File: src/rtl/me_pkg.sv
// Shared defaults and layout helpers for the motion-estimation reference skew buffer.
// The stage storage of all candidates is packed into one chain; helpers give widths and offsets.
package me_pkg;

   localparam int PIX_W_DEF    = 8;
   localparam int BLK_W_DEF    = 16;
   localparam int NUM_CAND_DEF = 8;
   localparam int WIN_W_DEF    = PIX_W_DEF * BLK_W_DEF;

   function automatic int win_width(input int pix_w, input int blk_w);
      return pix_w * blk_w;
   endfunction

   // Stage i keeps in_pix-i pixels, so stage k starts after the sum of all earlier stages.
   function automatic int store_off(input int k, input int in_pix, input int pix_w);
      return pix_w * (k * in_pix - (k * (k - 1)) / 2);
   endfunction

endpackage

File: src/rtl/me_skew_stage.sv
// One skew stage: registers the pixels still needed by this candidate and all later ones,
// together with the valid/last flags of the beat it carries.
module me_skew_stage import me_pkg::*; #(
   parameter int STAGE    = 0,
   parameter int PIX_W    = PIX_W_DEF,
   parameter int BLK_W    = BLK_W_DEF,
   parameter int NUM_CAND = NUM_CAND_DEF,
   localparam int STORE_W = (BLK_W + NUM_CAND - 1 - STAGE) * PIX_W
) (
   input  logic               clk_i,
   input  logic               rst_i,
   input  logic               en_i,
   input  logic               flush_i,
   input  logic               valid_i,
   input  logic               last_i,
   input  logic [STORE_W-1:0] data_i,
   output logic               valid_o,
   output logic               last_o,
   output logic [STORE_W-1:0] store_o
);

   always_ff @(posedge clk_i or negedge rst_i) begin
      if (!rst_i) begin
         valid_o <= 1'b0;
         last_o  <= 1'b0;
         store_o <= '0;
      end else begin
         // Flush wins over enable so the flags clear even while the pipe is frozen.
         if (flush_i) begin
            valid_o <= 1'b0;
            last_o  <= 1'b0;
         end else if (en_i) begin
            valid_o <= valid_i;
            last_o  <= valid_i & last_i;
         end
         if (en_i && valid_i) begin
            store_o <= data_i;
         end
      end
   end

endmodule

File: src/rtl/me_ref_skew_buf.sv
// Reference-pixel skew buffer: candidate k shows pixels k..k+BLK_W-1 of a beat, k cycles
// after candidate 0, each stage dropping the one pixel no later candidate needs.
module me_ref_skew_buf import me_pkg::*; #(
   parameter int PIX_W    = PIX_W_DEF,
   parameter int BLK_W    = BLK_W_DEF,
   parameter int NUM_CAND = NUM_CAND_DEF
) (
   input  logic                                  clk_i,
   input  logic                                  rst_i,
   input  logic                                  en_i,
   input  logic                                  flush_i,
   input  logic                                  in_valid_i,
   input  logic                                  in_last_i,
   input  logic [(BLK_W+NUM_CAND-1)*PIX_W-1:0]   data_i,
   output logic [NUM_CAND*BLK_W*PIX_W-1:0]       win_o,
   output logic [NUM_CAND-1:0]                   win_valid_o,
   output logic [NUM_CAND-1:0]                   win_last_o
);

   localparam int IN_PIX  = BLK_W + NUM_CAND - 1;
   localparam int WIN_W   = win_width(PIX_W, BLK_W);
   localparam int CHAIN_W = store_off(NUM_CAND, IN_PIX, PIX_W);

   logic [CHAIN_W-1:0]  chain;
   logic [NUM_CAND-1:0] valid_q;
   logic [NUM_CAND-1:0] last_q;

   for (genvar k = 0; k < NUM_CAND; k++) begin : g_stage
      localparam int OFF = store_off(k, IN_PIX, PIX_W);
      localparam int SW  = (IN_PIX - k) * PIX_W;

      logic [SW-1:0] d_in;
      logic          v_in;
      logic          l_in;

      if (k == 0) begin : g_head
         assign d_in = data_i;
         assign v_in = in_valid_i;
         assign l_in = in_last_i;
      end else begin : g_tail
         localparam int PREV = store_off(k - 1, IN_PIX, PIX_W);
         // Pixel k-1 is consumed by candidate k-1 only, so it is not carried further.
         assign d_in = chain[PREV + PIX_W +: SW];
         assign v_in = valid_q[k-1];
         assign l_in = last_q[k-1];
      end

      me_skew_stage #(
         .STAGE    (k),
         .PIX_W    (PIX_W),
         .BLK_W    (BLK_W),
         .NUM_CAND (NUM_CAND)
      ) u_stage (
         .clk_i   (clk_i),
         .rst_i   (rst_i),
         .en_i    (en_i),
         .flush_i (flush_i),
         .valid_i (v_in),
         .last_i  (l_in),
         .data_i  (d_in),
         .valid_o (valid_q[k]),
         .last_o  (last_q[k]),
         .store_o (chain[OFF +: SW])
      );

      assign win_o[k*WIN_W +: WIN_W] = chain[OFF +: WIN_W];
   end

   assign win_valid_o = valid_q;
   assign win_last_o  = last_q;

endmodule

File: config.mk
export PLATFORM = sky130hd
export DESIGN_NAME = me_ref_skew_buf
export DESIGN_NICKNAME = d
export VERILOG_FILES = /design/src/rtl/me_pkg.sv /design/src/rtl/me_skew_stage.sv /design/src/rtl/me_ref_skew_buf.sv
export SDC_FILE = /design/constraint.sdc
export NUM_CORES = 1
export LEC_CHECK = 0
export BUFFER_PORTS_ARGS = -buffer_cell sky130_fd_sc_hd__buf_4
export CAP_MARGIN = 20
export CORE_AREA = 2 2 485 487
export CTS_CLUSTER_DIAMETER = 50
export DETAILED_ROUTE_END_ITERATION = 8
export DIE_AREA = 0 0 487 489
export GPL_ROUTABILITY_DRIVEN = 0
export PLACE_DENSITY = 0.44
export RECOVER_POWER = 25
export SKIP_CTS_REPAIR_TIMING = 1
export SLEW_MARGIN = 0
export SYNTH_ARGS = -nofsm -noshare
export SYNTH_HDL_FRONTEND = slang
export SYNTH_SLANG_ARGS = --single-unit
File: constraint.sdc
create_clock -name clk_i -period 1.8 [get_ports clk_i]
set_clock_uncertainty 0.05 [all_clocks]
set_input_delay 0.09 -clock clk_i [delete_from_list [all_inputs] [get_ports clk_i]]
set_output_delay 0.09 -clock clk_i [all_outputs]
set_load 0.005 [all_outputs]
Word-level counts from Yosys, hierarchy flattened:

Index checks and enable logic that the tools add are counted.

* word-level logic and storage cells: 73
* bits of input ports: 190
* bits in registers: 1264

* reduce and logical (&&, ||, !) cells: 9
* bitwise operators: 8
* muxes and demuxes: 32

Operator list (number)
* $mux W1: 32
* $and A1 B1 Y1: 8
* $logic_and A1 B1 Y1: 8
* $reduce_bool A2 Y1: 1

Depth between registers and ports, before layout:

Gate-level depths: netlist of the first run.

* depth in word-level cells: 3
* depth in mapped cells: 5
* mapped depth without buffers: 2

Hierarchy:

From an unflattened synthesis of the first run, not the netlist that was laid out.

* cells, all modules: 2708
* area total of the unflattened synthesis: 49068.3 µm²

Modules (own cells, without submodules)
* me_skew_stage (g_stage[0].u_stage): times used 1, sequential area each 4654.5 µm², cells an instance 396, area each 7339.5 µm²
* me_skew_stage (g_stage[1].u_stage): times used 1, sequential area each 4454.3 µm², cells an instance 379, area each 7034.2 µm²
* me_skew_stage (g_stage[2].u_stage): times used 1, sequential area each 4254.1 µm², cells an instance 362, area each 6347.3 µm²
* me_skew_stage (g_stage[3].u_stage): times used 1, sequential area each 4053.9 µm², cells an instance 345, area each 6037.0 µm²
* me_skew_stage (g_stage[6].u_stage): times used 1, sequential area each 3453.3 µm², cells an instance 295, area each 5768.0 µm²
* me_skew_stage (g_stage[4].u_stage): times used 1, sequential area each 3853.7 µm², cells an instance 328, area each 5729.2 µm²
* me_skew_stage (g_stage[5].u_stage): times used 1, sequential area each 3653.5 µm², cells an instance 311, area each 5421.4 µm²
* me_skew_stage (g_stage[7].u_stage): times used 1, sequential area each 3253.1 µm², cells an instance 278, area each 5286.3 µm²
* me_ref_skew_buf: times used 1, sequential area each 0.0 µm², cells an instance 14, area each 105.1 µm²

Worst setup path after synthesis of the first run:

No wires, ideal clock.

* path type: register to register
* start point: reg g_stage[2].u_stage.valid_o
* end point: reg g_stage[3].u_stage.store_o[100]
* required time: 1.625 ns
* data arrival time: 1.358 ns
* period minus slack after synthesis: 1.533 ns
* library setup time: 0.125 ns
* setup slack: 0.267 ns
* stages on the path, launching flop included: 5
* path through: dfrtp_1 nand2_1 clkbuf_1 buf_2 mux2_2

* cells in the longest elaborated chain, start to end: 1

Ends and longest elaborated chain
* from (decl): line me_skew_stage.sv:17 `output logic valid_o,`
* from (signal assigned): line me_skew_stage.sv:33 `valid_o <= valid_i;`
* $logic_and A1 B1 Y1: line me_skew_stage.sv:36 `if (en_i && valid_i) begin`
* to (signal assigned): line me_skew_stage.sv:37 `store_o <= data_i;`
* to (decl): line me_skew_stage.sv:19 `output logic [STORE_W-1:0] store_o`

Every way passes these cells.
A chain may end at the register's enable or synchronous reset.

Final worst setup path of the first run:

* start point: in en_i
* end point: reg g_stage[0].u_stage.store_o[75]

* cells in the longest elaborated chain, start to end: 1

Ends and longest elaborated chain
* from (decl): line me_ref_skew_buf.sv:10 `input logic en_i,`
* $logic_and A1 B1 Y1: line me_skew_stage.sv:36
* to (signal assigned): line me_skew_stage.sv:37
* to (decl): line me_skew_stage.sv:19

Every way passes these cells.

==> impl_metrics.csv, run 1 <==
group,metric,value,unit
global_routing,grt_max_degree,87,
synth,syn-instance-count,3727,
power_and_ir_drop,p_leak,35.6,nW
setup_path,startpoint,"en_i",
global_routing,grt_pass1_vias,30600,
clocking,clkLatencyLatePin,0.81,ns
power_and_ir_drop,p_per_area,1190,nW/um^2
detailed_routing,drt_iter0_drc,1023,
synth,syn-cell-area,54400,sq um
floorplan,start_util,23.3,%
clocking,cts_tree,"done",
finish,drive_gt1_share,54.3,%
timing,tns,-0.0272,ns
synth,synth_cell_types,14,
global_routing,grt_overflow,0,
clocking,clkSinkCount,1264,
power_and_ir_drop,p_clk_share,44.5,%
setup_path,cp-end-kind,"flip-flop",
global_routing,antenna_found_initial,23,
job,maxCapViolCount,0,
clocking,cts_buffer_depth,3,
synth,yosys.area.top_type,"dfrtp_1",
synth,synth_ff_type,"dfrtp_1",
power_and_ir_drop,power_frac_seq,41.9,%
finish,nNetsFinal,4674,
floorplan,num_io_pins,1230,
power_and_ir_drop,p_sw,22.2,mW
synth,synth_nets,3917,
clocking,cts_root_buf,"clkbuf_16",
detailed_routing,drtPass1Iterations,4,
timing,tightest_slew,1.21,ns
synth,avgSynthCellArea,14.6,sq um
setup_path,cp_common_cell,"dlygate4sd3_1",
power_and_ir_drop,finalPower,84.6,mW
worst_hold_path,hold_depth,3,
timing,finalMaxSlewViolations,0,
clocking,htree_levels,4,
synth,yosysMostFrequentCell,"dfrtp_1",
worst_hold_path,hp-start,"data_i[129]",
setup_path,crit_family,"buffers and inverters",
timing,whs,0.0518,ns
timing,setup_viol,2,
timing,fin_crit_sh,101,%
setup_path,cp_max_fo,33,
synth,ys_seq_elements,1264,
setup_path,critPathMaxStageDelay,0.58,ns
setup_path,crit_buf_inv,4,
floorplan,die_w,487,um
clocking,cts_buffers,184,
setup_path,crit_path_cell_trace,"dlygate4sd3_1 > buf_4 > nand2_4 > buf_12 > mux2_1 > dlygate4sd3_1",
detailed_routing,wl_per_cell,23.5,um
synth,synth_edf_count,0,
floorplan,die-area,238000,sq um
global_routing,grt_pass1_wl,247000,um
setup_path,critical_path_arrival,2.46,ns
detailed_routing,avgViaCountPerCell,3.94,
status,violations,"setup timing",
floorplan,die_h,489,um
power_and_ir_drop,vdd_drop_max,0.000779,V
synth,yosys_warnings,0,
place,io_buffers,1229,
timing,rsz0062_at_grt,"false",
place,pre_cts_slack,0.168,ns
setup_path,start_kind,"input port",
power_and_ir_drop,p_int,62.4,mW
floorplan,rows,178,
timing,final.setup.worst_slack,-0.0167,ns
worst_hold_path,hold_path.class,"input port to flip-flop",
setup_path,crit_cells,6,
clocking,path_clk_slew,0.06,ns
place,hpwl,137000,um
timing,slew_headroom,19.2,%
synth,yosysSeqAreaShare,58.1,%
setup_path,crit_type,"input port to flip-flop",
status,status,"finished with violations",
synth,synthArstFlopShare,100,%
synth,synth_commonest_cells,"dfrtp_1, buf_4, mux2_2",
detailed_routing,route.vias.total,30400,
timing,max_freq,550,MHz
timing,finalHoldViolations,0,
floorplan,core,234000,sq um
detailed_routing,drc,0,
setup_path,worstReg2RegStart,"g_stage[6].u_stage.valid_o",
detailed_routing,final_antenna_net_count,0,
synth,synth_top_area_share,58.1,%
setup_path,critPathRequiredTime,2.45,ns
finish,fin_util,30.4,%
setup_path,cpMaxStageDelayCell,"dlygate4sd3_1",
detailed_routing,routed_wl,181000,um
setup_path,worstRegToRegCells,3,
finish,syn2layout_area_growth,30.4,%
timing,period_minus_slack,1.82,ns
synth,synth_area_leaders,"dfrtp_1, mux2_2, buf_4, mux2_1, buf_2",
power_and_ir_drop,switching_share,26.3,%
global_routing,groute.usage.overall,14.6,%
power_and_ir_drop,pwr-share-comb,13.6,%
## final timing paths
check	endpoint	slack (ns)
worst max-delay path	g_stage[0].u_stage.store_o[75]	-0.02
worst min register to register	g_stage[7].u_stage.store_o[121]	0.41
worst min-delay path	g_stage[0].u_stage.store_o[129]	0.05
worst max register to register	g_stage[7].u_stage.store_o[95]	0.13
max in group asynchronous	g_stage[6].u_stage.store_o[129]	0.25
min in group asynchronous	g_stage[2].u_stage.store_o[120]	0.12
## placed cells by master (no fill, tap or decap), types with 16 or more instances in the layout
| master | n |
|---|---|
| bufinv_16 | 21 |
| mux2_2 | 860 |
| clkbuf_16 | 187 |
| buf_4 | 1260 |
| clkbuf_2 | 16 |
| mux2_1 | 388 |
| buf_12 | 53 |
| clkinv_2 | 18 |
| dlygate4sd3_1 | 388 |
| clkbuf_8 | 22 |
| inv_6 | 16 |
| dfrtp_1 | 1256 |
| clkbuf_1 | 57 |
## per-layer routing
| layer | vias up | track usage (%) | part of all wire [%] |
|---|---|---|---|
| met5 | - | 0 | 0.075 |
| met3 | 296 | 5.94 | 8.7 |
| met4 | 20 | 6.75 | 3.9 |
| li1 | 13300 | - | - |
| met1 | 15700 | 16.4 | 38 |
| met2 | 1060 | 24.0 | 49 |
## power groups by stage
stage               Combinational [mW]  Clock (mW)  Sequential, mW
floorplan                         7.58           0            34.3
global placement                  10.8           0            35.9
detailed placement                10.8           0            36.0
CTS                               10.9        38.9            35.6
global route                      12.4        40.0            36.0
finish                            11.5        37.7            35.5
## cell type report
| type | instances | area [sq um] |
|---|---|---|
| Multi-Input combinational cell | 1286 | 14400 |
| Clock buffer | 248 | 5130 |
| Clock inverter | 92 | 1330 |
| Tap cell | 3060 | 3830 |
| Antenna cell | 9 | 22.5 |
| Fill cell | 23500 | 163000 |
| Sequential cell | 1264 | 31600 |
| Timing Repair Buffer | 1748 | 14700 |
## cell families (layout without fill, tap and decap cells)
| kind of cell | Yosys count | after routing | share of synthesized area [%] |
|---|---|---|---|
| muxes | 1248 | 1248 | 25.8 |
| other | 0 | 9 | 0 |
| buffers and inverters | 1177 | 2088 | 15.7 |
| and+or+nand+nor | 22 | 22 | 0.216 |
| DFF | 1264 | 1264 | 58.1 |
| AOI/OAI and AO/OA | 16 | 16 | 0.202 |
## flip-flops by register name, indices dropped and copies added, names as in the netlist
| signal | cells |
|---|---|
| g_stage.u_stage.valid_o | 8 |
| g_stage.u_stage.last_o | 8 |
| g_stage.u_stage.store_o | 1248 |
## stage by stage
| stage | std cells | cell area, sq um |
|---|---|---|
| 3_5_place_dp | 6968 | 60900 |
| 3_3_place_gp | 6968 | 60900 |
| 4_1_cts | 7308 | 67300 |
| 2_1_floorplan | 3727 | 54400 |
| 6_report | 7707 | 71000 |
| 5_1_grt | 7699 | 71000 |
## tightest hold or removal path: stages
cell and delay (ns):
dlygate4sd3_1 0.56, buf_4 0.11, mux2_2 0.13
(Power assumes the default switching activity.)
==> run 2: changes to the inputs <==
--- a/constraint.sdc
+++ b/constraint.sdc
@@ -4,2 +4,2 @@
 set_output_delay 0.09 -clock clk_i [all_outputs]
-set_load 0.005 [all_outputs]
+set_load 0.01 [all_outputs]
==> run 2 against run 1 <==
Against the previous run:
- the flow still finishes with violations (setup timing)
- highest routed layer unchanged
- register-to-register slack is essentially flat
- largest power group unchanged
- maximum frequency shrank 0.19%
- largest cell class unchanged
- die area is the same
- critical path depth is the same
- critical path type unchanged
==> impl_metrics.csv, run 2 (synthesis gave the netlist of run 1 again) <==
group,metric,value,unit
clocking,cts_buffer_depth,3,
setup_path,cp_common_cell,"dlygate4sd3_1",
finish,regMostFlops,"g_stage.u_stage.store_o",
worst_hold_path,hold_path.class,"input port to flip-flop",
setup_path,cp_max_fo,33,
setup_path,crit_family,"buffers and inverters",
finish,fin_util,30.4,%
finish,layout.cells.most_common,"buf_4",
finish,drive_gt1_share,54.3,%
timing,finalHoldViolations,0,
finish,largest_register_ffs,1248,
timing,slew_headroom,19.0,%
finish,multi_input_area,14400,sq um
finish,top_regs,"g_stage.u_stage.store_o: 1248 flops, g_stage.u_stage.last_o: 8 flops, g_stage.u_stage.valid_o: 8 flops",
clocking,htree_levels,4,
place,hpwl,137000,um
setup_path,crit_buf_inv,4,
status,status,"finished with violations",
floorplan,die_h,489,um
power_and_ir_drop,p_per_area,1210,nW/um^2
timing,final.setup.worst_slack,-0.0202,ns
timing,tightest_slew,1.22,ns
setup_path,crit_path_cell_trace,"dlygate4sd3_1 > buf_4 > nand2_4 > buf_12 > mux2_1 > dlygate4sd3_1",
floorplan,rows,178,
floorplan,num_io_pins,1230,
global_routing,grt_max_degree,87,
detailed_routing,avgViaCountPerCell,3.94,
floorplan,die-area,238000,sq um
setup_path,critical_path_arrival,2.47,ns
power_and_ir_drop,vdd_drop_max,0.000786,V
clocking,clkLatencyLatePin,0.81,ns
timing,max_freq,549,MHz
finish,final_cell_mix,"buf_4, dfrtp_1, mux2_2",
finish,ff_latch_area,31600,sq um
floorplan,start_util,23.3,%
global_routing,top_usage_layer,"met2",
detailed_routing,route.vias.total,30400,
global_routing,grtUsageMet1,16.4,%
global_routing,grt_pass1_wl,247000,um
clocking,cts_tree,"done",
setup_path,crit_type,"input port to flip-flop",
detailed_routing,drt_iter0_drc,1015,
timing,setup_viol,4,
finish,nNetsFinal,4675,
setup_path,start_kind,"input port",
timing,rsz0062_at_grt,"false",
global_routing,grt_pass1_vias,30600,
clocking,path_clk_slew,0.06,ns
floorplan,core,234000,sq um
floorplan,die_w,487,um
timing,whs,0.0495,ns
clocking,cts_root_buf,"clkbuf_16",
global_routing,antenna_found_initial,23,
timing,period_minus_slack,1.82,ns
setup_path,cp-end-kind,"flip-flop",
clocking,cts_buffers,184,
global_routing,use_met2,24.0,%
detailed_routing,final_antenna_net_count,0,
finish,n_fill_cell,23500,
detailed_routing,wl_per_cell,23.5,um
setup_path,critPathMaxStageDelay,0.58,ns
clocking,clkSinkCount,1264,
setup_path,cpMaxStageDelayCell,"dlygate4sd3_1",
finish,syn2layout_area_growth,30.4,%
place,io_buffers,1229,
status,violations,"setup timing",
global_routing,grt_overflow,0,
timing,fin_crit_sh,101,%
setup_path,critPathRequiredTime,2.45,ns
power_and_ir_drop,p_leak,35.6,nW
global_routing,groute.usage.overall,14.6,%
detailed_routing,routed_wl,181000,um
detailed_routing,drtPass1Iterations,4,
global_routing,gr-usage-met3,5.94,%
timing,finalMaxSlewViolations,0,
job,maxCapViolCount,0,
detailed_routing,drc,0,
==> run 2: cell types whose count changed in the layout (fill, tap and decap cells not counted), sizes merged <==
| cell | delta |
|---|---|
| buf | +1 |
| diode | +2 |
==> run 2: metrics by stage <==
| stage | setup WS, ns | area [sq um] | power, mW | setup TNS (ns) | std cells |
|---|---|---|---|---|---|
| floorplan | 0.267 | 54400 | 43.1 | 0 | 3727 |
| global placement | 0.182 | 60900 | 47.9 | 0 | 6968 |
| detailed placement | 0.168 | 60900 | 48.0 | 0 | 6968 |
| CTS | -0.119 | 67300 | 86.5 | -0.946 | 7308 |
| global route | 0.00181 | 71000 | 89.6 | 0 | 7700 |
| finish | -0.0202 | 71000 | 85.7 | -0.0366 | 7710 |
==> run 2: final timing paths <==
| path | startpoint | endpoint | slack (ns) | cells past startpoint |
|---|---|---|---|---|
| worst max-delay path | en_i | g_stage[0].u_stage.store_o[75] | -0.02 | 6 |
| worst min-delay path | data_i[129] | g_stage[0].u_stage.store_o[129] | 0.05 | 3 |
| worst max register to register | g_stage[6].u_stage.valid_o | g_stage[7].u_stage.store_o[95] | 0.14 | 3 |
| worst min register to register | g_stage[6].u_stage.store_o[129] | g_stage[7].u_stage.store_o[121] | 0.41 | 1 |
| max in group asynchronous | rst_i | g_stage[6].u_stage.store_o[129] | 0.25 | 4 |
| min in group asynchronous | rst_i | g_stage[2].u_stage.store_o[120] | 0.12 | 3 |
==> run 2: worst min-delay path, delay by kind of cell <==
family / cells / cell delay [ns]
mux: 1 / 0.13
buf+inv: 2 / 0.67
==> run 2: area by class of cell <==
class,instances,area share (%)
antenna,11,0.0388
multi-input combinational,1286,20.2
timing repair buffer,1749,20.7
clock inverter,92,1.87
clock buffer,248,7.22
sequential,1264,44.6
tap,3060,5.39
==> run 2: layer usage <==
layer	share of wire (%)	up-vias
met5	0.075	-
met4	3.9	20
met3	8.9	294
met2	49	1057
met1	38	15700
li1	-	13300
==> run 2: report_power, final <==
part	switching (mW)	total (mW)	internal, mW	leakage [nW]
clock	14.4	37.6	23.3	3.11
sequential	3.27	35.5	32.2	16.7
combinational	5.64	12.6	6.99	15.8
==> run 3: changes to the inputs <==
ABC_CLOCK_PERIOD_IN_PS = 1800   (was not set)
CELL_PAD_IN_SITES_DETAIL_PLACEMENT = 2   (was not set)
CELL_PAD_IN_SITES_GLOBAL_PLACEMENT = 2   (was not set)
CORE_AREA = 2 2 475 477   (was 2 2 485 487)
DIE_AREA = 0 0 477 479   (was 0 0 487 489)
PLACE_DENSITY = 0.59   (was 0.44)
==> run 3 against run 2 <==
Against the previous run:
- the flow finishes with violations (capacitance limit, slew limit)
- flip-flop and latch count unchanged
- final area down 0.16%
- global-route usage increased by 1.6 points
- power down 1.4%
- register-to-register slack worse by 0.10 ns
- critical path depth fell by 2
- largest power group unchanged
- highest routed layer unchanged
==> impl_metrics.csv, run 3 (synthesis gave the netlist of run 1 again) <==
group,metric,value,unit
finish,syn2layout_area_growth,30.2,%
power_and_ir_drop,p_sw,23.5,mW
clocking,cts_buffers,176,
detailed_routing,drt_iter0_drc,1099,
global_routing,grtUsageMet1,17.8,%
detailed_routing,drc,0,
setup_path,cpMaxStageDelayCell,"dlygate4sd3_1",
job,maxCapViolCount,1,
timing,setup_viol,0,
timing,finalHoldViolations,0,
power_and_ir_drop,p_clk_share,42.3,%
worst_hold_path,hold_path.class,"input port to asynchronous set/reset pin",
global_routing,grt_pass1_wl,266000,um
clocking,cts_tree,"done",
setup_path,worstRegToRegCells,4,
global_routing,grt_pass1_vias,32800,
setup_path,worstReg2RegStart,"g_stage[0].u_stage.valid_o",
setup_path,crit_path_cell_trace,"buf_4 > nand2_8 > mux2_1 > dlygate4sd3_1",
floorplan,die_w,477,um
power_and_ir_drop,power_frac_seq,42.2,%
clocking,path_clk_slew,0.06,ns
power_and_ir_drop,vdd_drop_max,0.000903,V
global_routing,grt_overflow,0,
timing,finalMaxSlewViolations,17,
status,violations,"capacitance limit, slew limit",
detailed_routing,avgViaCountPerCell,4.04,
detailed_routing,routed_wl,197000,um
detailed_routing,drtPass1Iterations,4,
global_routing,top_usage_layer,"met2",
clocking,clkSinkCount,1264,
setup_path,critPathMaxStageDelay,0.55,ns
power_and_ir_drop,switching_share,27.8,%
clocking,htree_levels,4,
status,status,"finished with violations",
finish,drive_gt1_share,54.3,%
setup_path,start_kind,"flip-flop",
clocking,cts_root_buf,"clkbuf_16",
clocking,clkLatencyLatePin,0.81,ns
setup_path,r2r-end,"g_stage[1].u_stage.store_o[87]",
finish,top_regs,"g_stage.u_stage.store_o: 1248 flops, g_stage.u_stage.last_o: 8 flops, g_stage.u_stage.valid_o: 8 flops",
place,io_buffers,1229,
finish,layout.cells.most_common,"buf_4",
setup_path,crit_type,"flip-flop to flip-flop",
place,hpwl,146000,um
floorplan,rows,174,
timing,tns,0,ns
floorplan,core,224000,sq um
floorplan,num_io_pins,1230,
setup_path,critPathRequiredTime,2.40,ns
detailed_routing,wl_per_cell,25.7,um
global_routing,grt_max_degree,79,
floorplan,start_util,24.4,%
place,pre_cts_slack,0.0736,ns
clocking,cts_buffer_depth,3,
setup_path,critical_path_arrival,2.36,ns
setup_path,cp_max_fo,7,
place,place_inst,6910,
power_and_ir_drop,p_leak,35.6,nW
finish,final_cell_mix,"buf_4, dfrtp_1, mux2_2",
setup_path,critPathCapture,"g_stage[1].u_stage.store_o[87]",
timing,max_freq,568,MHz
setup_path,rrSetupSlack,0.04,ns
timing,fin_crit_sh,97.9,%
global_routing,use_met2,28.0,%
detailed_routing,route.vias.total,31000,
power_and_ir_drop,p_per_area,1190,nW/um^2
finish,nNetsFinal,4697,
finish,largest_register_ffs,1248,
timing,slew_headroom,-0.140,%
power_and_ir_drop,pwr-share-comb,15.5,%
global_routing,groute.usage.overall,16.2,%
detailed_routing,final_antenna_net_count,0,
timing,tightest_slew,1.50,ns
finish,regMostFlops,"g_stage.u_stage.store_o",
setup_path,cp-end-kind,"flip-flop",
global_routing,gr-usage-met3,6.56,%
power_and_ir_drop,p_int,61.0,mW
global_routing,antenna_found_initial,35,
timing,period_minus_slack,1.76,ns
floorplan,die_h,479,um
timing,final.setup.worst_slack,0.0380,ns
finish,stdcell_count,7660,
setup_path,startpoint,"g_stage[0].u_stage.valid_o",
floorplan,die-area,228000,sq um
[run 3: changes by cell type in the layout (fill, tap and decap cells not counted), moves of 3 or more]
cell,before,now
buf_12,53,61
buf_4,1261,1265
buf_6,3,0
bufinv_16,21,16
clkbuf_1,57,41
clkbuf_16,187,179
clkinv_2,18,36
clkinv_4,13,7
diode_2,11,17
dlygate4sd3_1,388,409
inv_16,4,1
[run 3: power groups by stage]
stage          Combinational [mW]  Sequential, mW  Clock (mW)
6_report                     13.1            35.6        35.7
5_1_grt                      14.1            36.2        38.1
4_1_cts                      12.4            35.7        36.9
3_5_place_dp                 12.3            36.2           0
3_3_place_gp                 12.1            35.9           0
2_1_floorplan                8.76            34.3           0
[run 3: per-stage QoR]
stage | hold WS [ns] | total power, mW | instance area, sq um | utilization (%)
floorplan | -0.256 | 43.1 | 54400 | -
global placement | -0.0298 | 48.1 | 61000 | 27.3
detailed placement | -0.0309 | 48.5 | 61000 | 27.3
CTS | -0.954 | 85.0 | 67000 | 30.0
global route | -0.00718 | 88.3 | 70900 | 31.7
finish | 0.0366 | 84.5 | 70900 | 31.7
[run 3: how the worst min path moves through the flow]
| stage | slack, ns | to | start |
|---|---|---|---|
| 4_1_cts | -0.95 | g_stage[6].u_stage.store_o[38] | rst_i |
| 2_1_floorplan | -0.26 | g_stage[0].u_stage.last_o | rst_i |
| 3_5_place_dp | -0.03 | g_stage[6].u_stage.store_o[38] | rst_i |
| 6_report | 0.04 | g_stage[1].u_stage.store_o[130] | rst_i |
| 3_3_place_gp | -0.03 | g_stage[6].u_stage.store_o[60] | rst_i |
| 5_1_grt | -0.007 | g_stage[0].u_stage.store_o[137] | data_i[137] |
[run 3: layer usage]
metal	share of wire, %	up-vias
li1	-	13200
met1	37	16300
met2	51	1079
met3	8.2	300
met4	3.4	28
met5	0.094	-
[run 3: critical path, delay by kind of cell, from the launching register on]
family | cells | cell delay (ns)
flip-flops | 1 | 0.40
multiplexers | 1 | 0.33
AND/OR/NAND/NOR | 1 | 0.14
buffers and inverters | 2 | 0.70
[run 3: area by class of cell]
type | count | area (sq um)
fill | 23000 | 153000
sequential | 1264 | 31600
timing repair buffer | 1779 | 15000
multi-input combinational | 1286 | 14400
clock buffer | 224 | 4880
tap | 2992 | 3740
clock inverter | 98 | 1180
antenna | 17 | 42.5
